$ cat config.mk
export PLATFORM = sky130hd
export DESIGN_NAME = gshare_update_ctrl_flat
export DESIGN_NICKNAME = d
export VERILOG_FILES = /design/src/rtl/gshare_update_ctrl_if.sv /design/src/rtl/gshare_update_ctrl.sv /design/src/flat_wrapper.sv
export SDC_FILE = /design/constraint.sdc
export NUM_CORES = 1
export LEC_CHECK = 0
export BUFFER_PORTS_ARGS = -buffer_cell sky130_fd_sc_hd__buf_2
export CAP_MARGIN = 5
export CORE_MARGIN = 2
export CORE_UTILIZATION = 52
export DETAILED_ROUTE_END_ITERATION = 6
export PLACE_DENSITY = 0.83
export SETUP_SLACK_MARGIN = 0.5
export SLEW_MARGIN = 10
export SYNTH_ARGS = -nofsm -noshare
export SYNTH_HDL_FRONTEND = slang
export SYNTH_SLANG_ARGS = --single-unit
$ cat constraint.sdc
create_clock -name clk -period 2 [get_ports clk]
set_clock_uncertainty 0.05 [all_clocks]
set_input_delay 0.4 -clock clk [delete_from_list [all_inputs] [get_ports clk]]
set_output_delay 0.4 -clock clk [all_outputs]
set_load 0.01 [all_outputs]
$ cat src/rtl/gshare_update_ctrl_if.sv
// Frontend/PHT bus of the gshare update controller.
// master = frontend + PHT side, slave = the controller.
interface gshare_update_ctrl_if #(
    parameter int unsigned ADDR_W = 11,
    parameter int unsigned GHR_W  = 4
);
    logic              pred_req;
    logic [ADDR_W-1:0] pred_addr;
    logic              pred_ready;
    logic              pred_valid;
    logic              pred_taken;
    logic [1:0]        pred_tag;
    logic              res_valid;
    logic              res_taken;
    logic              res_ready;
    logic [GHR_W-1:0]  pht_rd_idx;
    logic [1:0]        pht_rd_data;
    logic              pht_wr_en;
    logic [GHR_W-1:0]  pht_wr_idx;
    logic [1:0]        pht_wr_data;
    logic [GHR_W-1:0]  ghr;
    logic [2:0]        inflight;
    logic              flush;

    modport master (
        output pred_req, pred_addr, res_valid, res_taken, pht_rd_data,
        input  pred_ready, pred_valid, pred_taken, pred_tag, res_ready,
               pht_rd_idx, pht_wr_en, pht_wr_idx, pht_wr_data, ghr, inflight, flush
    );

    modport slave (
        input  pred_req, pred_addr, res_valid, res_taken, pht_rd_data,
        output pred_ready, pred_valid, pred_taken, pred_tag, res_ready,
               pht_rd_idx, pht_wr_en, pht_wr_idx, pht_wr_data, ghr, inflight, flush
    );
endinterface

$ cat src/rtl/gshare_update_ctrl.sv
// Gshare predictor controller: speculative history, in-flight branch queue,
// PHT counter update on resolution and history recovery on mispredict.
module gshare_update_ctrl #(
    parameter int unsigned ADDR_W = 11,
    parameter int unsigned GHR_W  = 4,
    parameter int unsigned DEPTH  = 4
) (
    input  logic                 clk,
    input  logic                 reset,
    gshare_update_ctrl_if.slave  bus
);
    localparam int unsigned PTR_W = 2;
    localparam int unsigned CNT_W = 3;

    typedef enum logic [1:0] {IDLE, UPD_RD, UPD_WR, RECOVER} state_t;

    typedef struct packed {
        logic [GHR_W-1:0] idx;
        logic [GHR_W-1:0] ghr;
        logic             pred;
    } entry_t;

    state_t           state_q, state_d;
    entry_t           queue_q [DEPTH];
    entry_t           queue_d [DEPTH];
    entry_t           head_q, head_d;
    logic [PTR_W-1:0] wr_ptr_q, wr_ptr_d, rd_ptr_q, rd_ptr_d;
    logic [CNT_W-1:0] inflight_q, inflight_d;
    logic [GHR_W-1:0] ghr_q, ghr_d;
    logic             res_taken_q, res_taken_d;
    logic             pred_valid_q, pred_valid_d, pred_taken_q, pred_taken_d;
    logic [PTR_W-1:0] pred_tag_q, pred_tag_d;
    logic             wr_en_q, wr_en_d, flush_q, flush_d;
    logic [GHR_W-1:0] wr_idx_q, wr_idx_d;
    logic [1:0]       wr_data_q, wr_data_d;
    logic             pred_ready_c, res_ready_c;
    logic [GHR_W-1:0] pred_idx_c, rd_idx_c;
    logic             unused_addr_c;

    assign unused_addr_c = ^bus.pred_addr;

    function automatic logic [PTR_W-1:0] ptr_inc(input logic [PTR_W-1:0] p);
        return (p == PTR_W'(DEPTH - 1)) ? '0 : p + 1'b1;
    endfunction

    // Two-bit saturating counter step
    function automatic logic [1:0] sat_step(input logic [1:0] cnt, input logic taken);
        if (taken) return (cnt == 2'b11) ? 2'b11 : cnt + 2'd1;
        else       return (cnt == 2'b00) ? 2'b00 : cnt - 2'd1;
    endfunction

    always_comb begin
        state_d      = state_q;
        queue_d      = queue_q;
        head_d       = head_q;
        wr_ptr_d     = wr_ptr_q;
        rd_ptr_d     = rd_ptr_q;
        inflight_d   = inflight_q;
        ghr_d        = ghr_q;
        res_taken_d  = res_taken_q;
        pred_valid_d = 1'b0;
        pred_taken_d = pred_taken_q;
        pred_tag_d   = pred_tag_q;
        wr_en_d      = 1'b0;
        wr_idx_d     = wr_idx_q;
        wr_data_d    = wr_data_q;
        flush_d      = 1'b0;
        pred_ready_c = 1'b0;
        res_ready_c  = 1'b0;
        pred_idx_c   = bus.pred_addr[GHR_W-1:0] ^ ghr_q;
        rd_idx_c     = pred_idx_c;

        case (state_q)
            IDLE: begin
                res_ready_c  = reset && (inflight_q != '0);
                pred_ready_c = reset && (inflight_q < CNT_W'(DEPTH))
                               && !(bus.res_valid && inflight_q != '0);
                // Resolution wins; pred_ready is already low when it is pending
                if (bus.res_valid && res_ready_c) begin
                    head_d      = queue_q[rd_ptr_q];
                    res_taken_d = bus.res_taken;
                    rd_ptr_d    = ptr_inc(rd_ptr_q);
                    inflight_d  = inflight_q - 1'b1;
                    state_d     = UPD_RD;
                end else if (bus.pred_req && pred_ready_c) begin
                    queue_d[wr_ptr_q] = '{idx: pred_idx_c, ghr: ghr_q, pred: bus.pht_rd_data[1]};
                    ghr_d        = {ghr_q[GHR_W-2:0], bus.pht_rd_data[1]};
                    wr_ptr_d     = ptr_inc(wr_ptr_q);
                    inflight_d   = inflight_q + 1'b1;
                    pred_valid_d = 1'b1;
                    pred_taken_d = bus.pht_rd_data[1];
                    pred_tag_d   = wr_ptr_q;
                end
            end
            UPD_RD: begin
                rd_idx_c  = head_q.idx;
                wr_en_d   = 1'b1;
                wr_idx_d  = head_q.idx;
                wr_data_d = sat_step(bus.pht_rd_data, res_taken_q);
                state_d   = UPD_WR;
            end
            UPD_WR: begin
                if (res_taken_q != head_q.pred) begin
                    flush_d = 1'b1;
                    state_d = RECOVER;
                end else begin
                    state_d = IDLE;
                end
            end
            RECOVER: begin
                ghr_d = {head_q.ghr[GHR_W-2:0], res_taken_q};
                for (int i = 0; i < int'(DEPTH); i++) queue_d[i] = '0;
                wr_ptr_d   = '0;
                rd_ptr_d   = '0;
                inflight_d = '0;
                state_d    = IDLE;
            end
            default: state_d = IDLE;
        endcase
    end

    always_ff @(posedge clk or negedge reset) begin
        if (!reset) state_q <= IDLE;
        else        state_q <= state_d;
    end

    always_ff @(posedge clk or negedge reset) begin
        if (!reset) begin
            for (int i = 0; i < int'(DEPTH); i++) queue_q[i] <= '0;
            head_q       <= '0;
            wr_ptr_q     <= '0;
            rd_ptr_q     <= '0;
            inflight_q   <= '0;
            ghr_q        <= '0;
            res_taken_q  <= 1'b0;
            pred_valid_q <= 1'b0;
            pred_taken_q <= 1'b0;
            pred_tag_q   <= '0;
            wr_en_q      <= 1'b0;
            wr_idx_q     <= '0;
            wr_data_q    <= '0;
            flush_q      <= 1'b0;
        end else begin
            queue_q      <= queue_d;
            head_q       <= head_d;
            wr_ptr_q     <= wr_ptr_d;
            rd_ptr_q     <= rd_ptr_d;
            inflight_q   <= inflight_d;
            ghr_q        <= ghr_d;
            res_taken_q  <= res_taken_d;
            pred_valid_q <= pred_valid_d;
            pred_taken_q <= pred_taken_d;
            pred_tag_q   <= pred_tag_d;
            wr_en_q      <= wr_en_d;
            wr_idx_q     <= wr_idx_d;
            wr_data_q    <= wr_data_d;
            flush_q      <= flush_d;
        end
    end

    assign bus.pred_ready  = pred_ready_c;
    assign bus.res_ready   = res_ready_c;
    assign bus.pht_rd_idx  = rd_idx_c;
    assign bus.pred_valid  = pred_valid_q;
    assign bus.pred_taken  = pred_taken_q;
    assign bus.pred_tag    = pred_tag_q;
    assign bus.pht_wr_en   = wr_en_q;
    assign bus.pht_wr_idx  = wr_idx_q;
    assign bus.pht_wr_data = wr_data_q;
    assign bus.ghr         = ghr_q;
    assign bus.inflight    = inflight_q;
    assign bus.flush       = flush_q;
endmodule

$ cat src/flat_wrapper.sv
// flat-port wrapper written by rule: the top's interface ports become plain ports
module gshare_update_ctrl_flat 
#(
    parameter int unsigned ADDR_W = 11,
    parameter int unsigned GHR_W  = 4,
    parameter int unsigned DEPTH  = 4
)
  (clk, reset, bus_pred_req, bus_pred_addr, bus_res_valid, bus_res_taken, bus_pht_rd_data, bus_pred_ready, bus_pred_valid, bus_pred_taken, bus_pred_tag, bus_res_ready, bus_pht_rd_idx, bus_pht_wr_en, bus_pht_wr_idx, bus_pht_wr_data, bus_ghr, bus_inflight, bus_flush);
  gshare_update_ctrl_if #(.ADDR_W(ADDR_W), .GHR_W(GHR_W)) bus_i ();
  input  logic clk;
  input  logic reset;
  input wire logic [$bits(bus_i.pred_req)-1:0] bus_pred_req;
  input wire logic [$bits(bus_i.pred_addr)-1:0] bus_pred_addr;
  input wire logic [$bits(bus_i.res_valid)-1:0] bus_res_valid;
  input wire logic [$bits(bus_i.res_taken)-1:0] bus_res_taken;
  input wire logic [$bits(bus_i.pht_rd_data)-1:0] bus_pht_rd_data;
  output wire logic [$bits(bus_i.pred_ready)-1:0] bus_pred_ready;
  output wire logic [$bits(bus_i.pred_valid)-1:0] bus_pred_valid;
  output wire logic [$bits(bus_i.pred_taken)-1:0] bus_pred_taken;
  output wire logic [$bits(bus_i.pred_tag)-1:0] bus_pred_tag;
  output wire logic [$bits(bus_i.res_ready)-1:0] bus_res_ready;
  output wire logic [$bits(bus_i.pht_rd_idx)-1:0] bus_pht_rd_idx;
  output wire logic [$bits(bus_i.pht_wr_en)-1:0] bus_pht_wr_en;
  output wire logic [$bits(bus_i.pht_wr_idx)-1:0] bus_pht_wr_idx;
  output wire logic [$bits(bus_i.pht_wr_data)-1:0] bus_pht_wr_data;
  output wire logic [$bits(bus_i.ghr)-1:0] bus_ghr;
  output wire logic [$bits(bus_i.inflight)-1:0] bus_inflight;
  output wire logic [$bits(bus_i.flush)-1:0] bus_flush;
  assign bus_i.pred_req = bus_pred_req;
  assign bus_i.pred_addr = bus_pred_addr;
  assign bus_i.res_valid = bus_res_valid;
  assign bus_i.res_taken = bus_res_taken;
  assign bus_i.pht_rd_data = bus_pht_rd_data;
  assign bus_pred_ready = bus_i.pred_ready;
  assign bus_pred_valid = bus_i.pred_valid;
  assign bus_pred_taken = bus_i.pred_taken;
  assign bus_pred_tag = bus_i.pred_tag;
  assign bus_res_ready = bus_i.res_ready;
  assign bus_pht_rd_idx = bus_i.pht_rd_idx;
  assign bus_pht_wr_en = bus_i.pht_wr_en;
  assign bus_pht_wr_idx = bus_i.pht_wr_idx;
  assign bus_pht_wr_data = bus_i.pht_wr_data;
  assign bus_ghr = bus_i.ghr;
  assign bus_inflight = bus_i.inflight;
  assign bus_flush = bus_i.flush;
  gshare_update_ctrl #(.ADDR_W(ADDR_W), .GHR_W(GHR_W), .DEPTH(DEPTH)) u_core (.clk(clk), .reset(reset), .bus(bus_i));
endmodule
Yosys cells after proc, flatten, opt, wreduce, memory -nomap -nowiden
Cells that the tools add are included.
{"block": "totals", "out_inout_bits": 25, "in_bits": 18, "word_cells": 107, "ff_bits": 70}
{"block": "op_classes", "n_addsub": 6, "n_lt_le_gt_ge": 4, "eq_ne": 11, "bitwise_logic": 4, "n_reduce_logical": 17, "muxes": 37}
{"cell": "2-to-1 mux 36 bit", "n": 2}
{"cell": "one-hot mux 36 bit (2 select lines)", "n": 1}
{"cell": "bitwise mux 36 bit", "n": 1}
{"cell": "2-to-1 mux 9 bit", "n": 3}
{"cell": "2-to-1 mux 2 bit", "n": 10}
{"cell": "binary-select mux 9 bit (select 2 bit)", "n": 1}
{"cell": "demux 9 bit (select 2 bit)", "n": 1}
{"cell": "2-to-1 mux 4 bit", "n": 3}
{"cell": "equality test 2 bit, second input constant", "n": 5}
{"cell": "2-to-1 mux 1 bit", "n": 8}
{"cell": "one-hot mux 2 bit (2 select lines)", "n": 2}
{"cell": "one-hot mux 2 bit (4 select lines)", "n": 1}
{"cell": "one-hot mux 4 bit (2 select lines)", "n": 1}
{"cell": "logical AND 1 bit", "n": 7}
{"cell": "adder 2 x 1 -> 2 bit, second input constant", "n": 3}
{"cell": ">= comparator 3 bit, second input constant", "n": 2}
{"cell": "2-to-1 mux 3 bit", "n": 2}
{"cell": "NOT 2 -> 3 bit", "n": 2}
{"cell": "one-hot mux 3 bit (2 select lines)", "n": 1}
{"cell": "AND reduction 2 bit", "n": 3}
{"cell": "AND reduction 3 bit", "n": 2}
{"cell": "logical NOT 2 bit", "n": 2}
{"cell": "inequality test 2 x 1 -> 1 bit, second input constant", "n": 2}
{"cell": "XOR 4 bit", "n": 1}
{"cell": "13 further kinds", "n": 13}

Longest topological paths before layout
Gate-level depths: netlist (run 1).
{"block": "depth", "ltp_word": 9, "mapped_depth": 8, "mapped_depth_nobuf": 8}

Worst setup path before layout (run 1)
OpenSTA, ideal clock, no wires.
{"block": "synth_path", "path_type": "flip-flop to flip-flop", "start": "reg u_core.state_q[0]", "end": "reg u_core.queue_q[30] in the netlist's numbering", "path_slack_ps": 151, "setup_time_ps": 121, "path_stages_with_launch": 8, "required_ps": 1829, "arrival_time_ps": 1677, "cell_sequence": "dfrtp_1 -> inv_1 -> ha_1 -> nand3_4 -> and4bb_1 -> buf_6 -> buf_8 -> a32o_2"}
{"block": "synth_between", "elab_chain_cells": 3, "elab_cells_between_ends": 7}
{"element": "start, declared", "line": "gshare_update_ctrl.sv:23", "rtl": "state_t state_q, state_d;"}
{"element": "start signal, assigned", "line": "gshare_update_ctrl.sv:124", "rtl": "else state_q <= state_d;"}
{"element": "logical NOT 2 bit / equality test 2 bit (equally long branches)", "line": "gshare_update_ctrl.sv:73", "rtl": "case (state_q)"}
{"element": "inequality test 2 bit (no line) (tied with other cells)"}
{"element": "AND reduction 3 bit (no line)"}
{"element": "end signal, assigned", "line": "gshare_update_ctrl.sv:144", "rtl": "queue_q <= queue_d;"}
{"element": "end, declared", "line": "gshare_update_ctrl.sv:24", "rtl": "entry_t queue_q [DEPTH];"}
Several ways; a longest one is shown, not always the timed one.
A chain may end at the register's enable or synchronous reset.

Worst setup path in the final report (run 1)
{"block": "layout_path", "start": "reg u_core.inflight_q[0] (netlist: u_core.bus.inflight[0])", "end": "reg u_core.ghr_q[0] (netlist: u_core.bus.ghr[0])"}
{"block": "layout_between", "elab_chain_cells": 7, "elab_cells_between_ends": 12}
{"element": "start, declared", "line": "gshare_update_ctrl.sv:28", "rtl": "logic [CNT_W-1:0] inflight_q, inflight_d;"}
{"element": "start signal, assigned", "line": "gshare_update_ctrl.sv:148", "rtl": "inflight_q <= inflight_d;"}
{"element": "parallel branches: the longest is 6 deep, another holds less-than comparator 3 bit"}
{"element": "AND reduction 3 bit (no line) *"}
{"element": "end signal, assigned", "line": "gshare_update_ctrl.sv:149", "rtl": "ghr_q <= ghr_d;"}
{"element": "end, declared", "line": "gshare_update_ctrl.sv:29", "rtl": "logic [GHR_W-1:0] ghr_q, ghr_d;"}
Mark *: on every way between the ends.

==> results.txt, run 1 <==
PwrDens - 1930 nW/µm²
total of warnings raised by yosys - 0
gr ovfl total - 0
peak supply drop - 908 µV
number of flops mapped to enable cells by yosys - 0
CP endpoint kind - flop
WHS - 99.4 ps
DRC Markers - 0
largest net degree at the start of global routing - 51
Rows - 28
vias in the first global route - 2455
Clock Tree Buf Depth - 2
cts hold-fix bufs - 0
crit path time final - 1970 ps
flops & latches, synth - 66
Area Growth Syn to Fin - 39.0%
Least-Margin Pin Slew - 620 ps
Starting Density - 54.1%
TritonCTS Buffers - 9
Total Routing Usage GR - 25.1%
Synth area leader - dfrtp_1
leading post-synthesis cells by cell area - dfrtp_1, mux2_2, mux4_2
Critical R2R Capture - u_core.bus.ghr[0]$_DFFE_PN0P_
Total Wirelength - 9.18 mm
Required @ worst endpoint - 2210 ps
RePlAce Congestion - 0.830
clk_lat worst skew - 350 ps
height of the die - 82.5 µm
worst min-delay path class - in2async
list of most frequent post-synthesis cells - dfrtp_1, mux2_2, a32o_1
DRT Pass-1 Iters - 4
CP Data Arrival Time - 2180 ps
routed vias/inst - 6.22
FF-to-FF setup slack - 30 ps
Final Setup Violations - 0
ant diodes - 0
Setup crit end - u_core.bus.ghr[0]$_DFFE_PN0P_
LEAKAGE - 2.17 nW
top_reg_cell synth - dfrtp_1
Routed wire per std cell - 23.0 µm
synthesized cell area - 3200 µm²
worst r2r src - u_core.bus.inflight[0]$_DFFE_PN0P_
Die X - 82.5 µm
CTS clk-pin slew, worst paths - 80 ps
post-DP HPWL - 4.59 mm
post-synth cell types - 42
sequential element share of the synthesized area - 51.6%
via count - 2489
Max Cap Viol - 0
Critical path origin - u_core.bus.inflight[0]$_DFFE_PN0P_
filler instances - 328
critical path class - reg2reg
Max Clk Rate - 508 MHz
critical path peak fanout - 7
top-count cell post-synth - dfrtp_1
IO Pins - 43
IO buf count - 35
unrepaired setup endpoints after global routing - yes
syn_area_per_cell - 13.6 µm²
nets@finish - 348
CTS tree - built
Rel. slew slack - 58.6%
fraction of registers with async set/reset - 100%
H-tree level count - 3
Final Cycle Share - 98.5%
Final ANT Viol Nets - 0
Mapped Cells - 236
setup_tns - 0 ps
Net Count, Synth - 264
clk sinks - 66
Final Hold Vio Count - 0
share of cells above drive strength 1 - 57.5%
Synth top area share - 51.6%
fin. max-slew vios - 0
Setup crit start kind - flop
die area - 6800 µm²
Detailed Route Iter0 Violations - 213
root cell of the clock tree - clkbuf_8
core area - 5920 µm²
status - finished clean
worst r2r path cells - 5
number of antenna violations at the first check in global routing - 0
first-pass GRT wire length - 12.3 mm
worst min-delay path by stage:
stage	cells after the start	start	to	slack (ps)
2_1_floorplan	0	reset	u_core.bus.flush$_DFF_PN0_	50
3_3_place_gp	2	reset	u_core.bus.pred_valid$_DFF_PN0_	410
3_5_place_dp	2	reset	u_core.bus.pred_valid$_DFF_PN0_	420
4_1_cts	2	reset	u_core.bus.pred_valid$_DFF_PN0_	70
5_1_grt	2	reset	u_core.bus.inflight[2]$_DFFE_PN0P_	110
6_report	2	reset	u_core.bus.inflight[2]$_DFFE_PN0P_	100
cell usage in the layout, fill, tap and decap left out, drive strengths merged:
master,instances
a21oi,6
a22o,8
a2bb2oi,1
a32o,24
a32oi,1
and2,3
and3,2
and4bb,1
buf,88
bufinv,2
clkbuf,12
clkinv,2
dfrtp,66
ha,10
inv,12
maj3,2
mux2,25
mux2i,8
mux4,8
nand2,7
nand2b,1
nand3,1
nor2,8
nor2b,3
nor3,3
nor3b,1
o2111ai,4
o21a,1
o21ai,4
o311ai,1
o31ai,2
o41ai,1
or2,1
or3,1
xor2,5
critical path, cell delays in order (launching register included):
cell and delay [ps]:
dfrtp_2 460, o21a_4 250, o31ai_4 420, and3_4 320
buf_6 140, mux2i_4 240
what timing repair did:
item                                    in CTS  in global routing
pin swaps                                   11                 17
buffers inserted                            17                 15
hold endpoints to repair                     0                  0
resized for setup                           36                 36
cloned                                       1                  0
endpoints found under the setup margin      70                 66
per-layer routing:
| metal | part of all wire [%] | wire [µm] | GRT usage [%] |
|---|---|---|---|
| met2 | 51 | 4690 | 41.2 |
| met1 | 38 | 3490 | 30.4 |
| met5 | 0 | 0 | 0 |
| met4 | 4.9 | 454 | 15.5 |
| met3 | 5.9 | 543 | 5.00 |
cell type report:
| cell class | instances | area (µm²) | share of cell area [%] |
|---|---|---|---|
| clock buffers | 12 | 155 | 3.48 |
| clock inverters | 4 | 73.8 | 1.66 |
| inverters | 12 | 45.0 | 1.01 |
| multi-input cells | 143 | 1690 | 37.8 |
| flip-flops and latches | 66 | 1660 | 37.2 |
| well taps | 75 | 93.8 | 2.11 |
| repair buffers | 88 | 743 | 16.7 |
registers in the layout, summed over array words and instances, names as in the netlist:
name,count
u_core.queue_q,32
u_core.head_q,8
u_core.bus.ghr,4
u_core.bus.pht_wr_idx,4
u_core.bus.inflight,3
u_core.bus.pht_wr_data,2
u_core.bus.pred_tag,2
u_core.rd_ptr_q,2
u_core.state_q,2
u_core.wr_ptr_q,2
u_core.bus.flush,1
u_core.bus.pht_wr_en,1
u_core.bus.pred_taken,1
u_core.bus.pred_valid,1
u_core.res_taken_q,1
report_power, final:
group          internal [mW]  switching (mW)  leakage, nW
logic                   2.68            2.19         1.22
registers               1.91           0.501        0.835
clock network          0.771           0.535        0.117
per-stage QoR:
stage	setup WS (ps)	cell area [µm²]	cells	total power, mW	util, %
final	30.8	4450	400	8.58	75.2
after global routing	8.84	4450	400	8.99	75.2
after CTS	36.4	4160	385	7.69	70.3
after detailed placement	129	3610	351	5.68	61.0
after global placement	151	3610	351	5.51	61.0
after floorplan	297	3300	236	4.78	-
kinds of logic (layout without fill, tap and decap cells):
logic type,Yosys count,count (layout),synth area share [%]
flops,66,66,51.6
compound gates,53,53,15.0
mux,41,41,17.3
simple gates,32,32,5.94
buf+inv,27,116,4.37
fa+ha+maj,12,12,4.53
xor+xnor,5,5,1.37
(Power assumes the default switching activity.)
==> inputs of run 2 (changes only) <==
--- a/config.mk
+++ b/config.mk
@@ -8,9 +8,9 @@
 export BUFFER_PORTS_ARGS = -buffer_cell sky130_fd_sc_hd__buf_2
 export CAP_MARGIN = 5
 export CORE_MARGIN = 2
-export CORE_UTILIZATION = 52
+export CORE_UTILIZATION = 31
 export DETAILED_ROUTE_END_ITERATION = 6
-export PLACE_DENSITY = 0.83
+export PLACE_DENSITY = 0.57
 export SETUP_SLACK_MARGIN = 0.5
 export SLEW_MARGIN = 10
 export SYNTH_ARGS = -nofsm -noshare
==> results.txt, run 2 (synthesized netlist as in run 1, its figures left out) <==
status - finished clean (unchanged)
filler instances - 908 (was 328)
IO buf count - 35 (unchanged)
LEAKAGE - 2.19 nW (was 2.17 nW)
root cell of the clock tree - clkbuf_8 (unchanged)
Die X - 106 µm (was 82.5 µm)
largest register by flop count - u_core.queue_q (unchanged)
max reg flops - 32 (unchanged)
DRC Markers - 0 (unchanged)
Max Clk Rate - 505 MHz (was 508 MHz)
share of cells above drive strength 1 - 56.9% (was 57.5%)
commonest non-fill, non-tap cell in the layout - dfrtp_1 (unchanged)
cts hold-fix bufs - 0 (unchanged)
DRT Pass-1 Iters - 4 (unchanged)
Rows - 37 (was 28)
Detailed Route Iter0 Violations - 191 (was 213)
unrepaired setup endpoints after global routing - yes (unchanged)
CP Data Arrival Time - 1530 ps (was 2180 ps)
nets@finish - 350 (was 348)
Final Cycle Share - 99.0% (was 98.5%)
Total Routing Usage GR - 14.5% (was 25.1%)
CTS clk-pin slew, worst paths - 80 ps (about the same)
CP endpoint kind - output pin (was flop)
first-pass GRT wire length - 12.6 mm (was 12.3 mm)
critical path class - reg2out (was reg2reg)
register area - 1660 µm² (unchanged)
fin. max-slew vios - 0 (unchanged)
Final Hold Vio Count - 0 (unchanged)
Starting Density - 31.4% (was 54.1%)
gr ovfl total - 0 (unchanged)
PwrDens - 1850 nW/µm² (was 1930 nW/µm²)
CTS tree - built (unchanged)
vias in the first global route - 2434 (was 2455)
crit path time final - 1980 ps (was 1970 ps)
number of antenna violations at the first check in global routing - 0 (unchanged)
setup_tns - 0 ps (unchanged)
TritonCTS Buffers - 9 (unchanged)
Clock Tree Buf Depth - 2 (unchanged)
critical path peak fanout - 5 (was 7)
most frequent cells in the layout - dfrtp_1, buf_4, buf_2, buf_6, mux2_4 (unchanged)
top flop regs - u_core.queue_q (32), u_core.head_q (8) (unchanged)
clk sinks - 66 (unchanged)
clk_lat worst skew - 340 ps (was 350 ps)
Rel. slew slack - 63.0% (was 58.6%)
post-DP HPWL - 4.71 mm (was 4.59 mm)
Final Setup Violations - 0 (unchanged)
Required @ worst endpoint - 1550 ps (was 2210 ps)
routed vias/inst - 4.98 (was 6.22)
via count - 2304 (was 2489)
multi-input logic area - 1670 µm² (was 1690 µm²)
height of the die - 106 µm (was 82.5 µm)
dpl cells - 411 (was 351)
Routed wire per std cell - 16.9 µm (was 23.0 µm)
IO Pins - 43 (unchanged)
largest net degree at the start of global routing - 39 (was 51)
fin cells - 463 (was 400)
Area Growth Syn to Fin - 43.1% (was 39.0%)
Max Cap Viol - 0 (unchanged)
RePlAce Congestion - 0.702 (was 0.830)
core area - 10200 µm² (was 5920 µm²)
peak supply drop - 651 µV (was 908 µV)
Total Wirelength - 7.83 mm (was 9.18 mm)
Total Power - 8.47 mW (was 8.58 mW)
H-tree level count - 3 (unchanged)
die area - 11200 µm² (was 6800 µm²)
worst r2r path cells - 8 (was 5)
FF-to-FF setup slack - 40 ps (was 30 ps)
Setup crit start kind - flop (unchanged)
ant diodes - 0 (unchanged)
worst min-delay path class - in2async (unchanged)
WHS - 115 ps (was 99.4 ps)
Final ANT Viol Nets - 0 (unchanged)
Least-Margin Pin Slew - 555 ps (was 620 ps)
run 2: cell types whose count changed in the layout (fill, tap and decap cells not counted), sizes merged:
cell / before / now
buf: 88 / 87
bufbuf: 0 / 2
clkbuf: 12 / 10
clkinv: 2 / 4
clkinvlp: 0 / 1
run 2: where the power goes:
part	switching, mW	total [mW]	internal, mW
sequential	0.439	2.35	1.91
combinational	2.03	4.84	2.81
clock	0.568	1.28	0.714
run 2: stage by stage:
| step | instance area, µm² | utilization, % | worst slack [ps] |
|---|---|---|---|
| 2_1_floorplan | 3300 | - | 297 |
| 3_3_place_gp | 3710 | 36.4 | 181 |
| 3_5_place_dp | 3710 | 36.4 | 165 |
| 4_1_cts | 4350 | 42.7 | 13.2 |
| 5_1_grt | 4580 | 45.0 | -30.0 |
| 6_report | 4580 | 45.0 | 20.8 |
run 2: path summary, 6_finish.rpt:
check,from,end
worst min register to register,u_core.queue_q[17]$_DFFE_PN0P_,u_core.queue_q[17]$_DFFE_PN0P_
max in group asynchronous,reset,u_core.bus.inflight[2]$_DFFE_PN0P_
min in group clk,bus_res_taken,u_core.res_taken_q$_DFFE_PN0P_
worst max register to register,u_core.bus.inflight[0]$_DFFE_PN0P_,u_core.bus.inflight[2]$_DFFE_PN0P_
worst min-delay path,reset,u_core.bus.pred_valid$_DFF_PN0_
worst max-delay path,u_core.state_q[1]$_DFFE_PN0P_,bus_pht_rd_idx[2]
run 2: per-layer routing:
metal  track usage, %  vias to the layer above  routed length, µm
li1                 -                     1069                  -
met1             17.9                     1169               3380
met2             24.6                       50               4020
met3             2.91                       16                272
met4             6.11                        0                161
met5                0                        -                  0
run 2: worst max-delay path: stages (launching register included):
cell and delay [ps]:
dfrtp_1 400, inv_2 90, ha_4 150, buf_12 120, mux2_4 300, buf_6 120
run 2: repair_timing:
| item | CTS | global route |
|---|---|---|
| pin swaps | 15 | 6 |
| cloned | 2 | 1 |
| resized for setup | 36 | 29 |
| buffers inserted | 25 | 8 |
| endpoints found under the setup margin | 63 | 68 |
| endpoints found under the hold margin | 0 | 0 |
run 2: layout make-up:
type	instances	area share (%)
Multi-Input combinational cell	143	36.5
Sequential cell	66	36.1
Timing Repair Buffer	90	17.6
Tap cell	136	3.71
Clock buffer	9	2.70
Clock inverter	7	2.24
Inverter	12	1.06
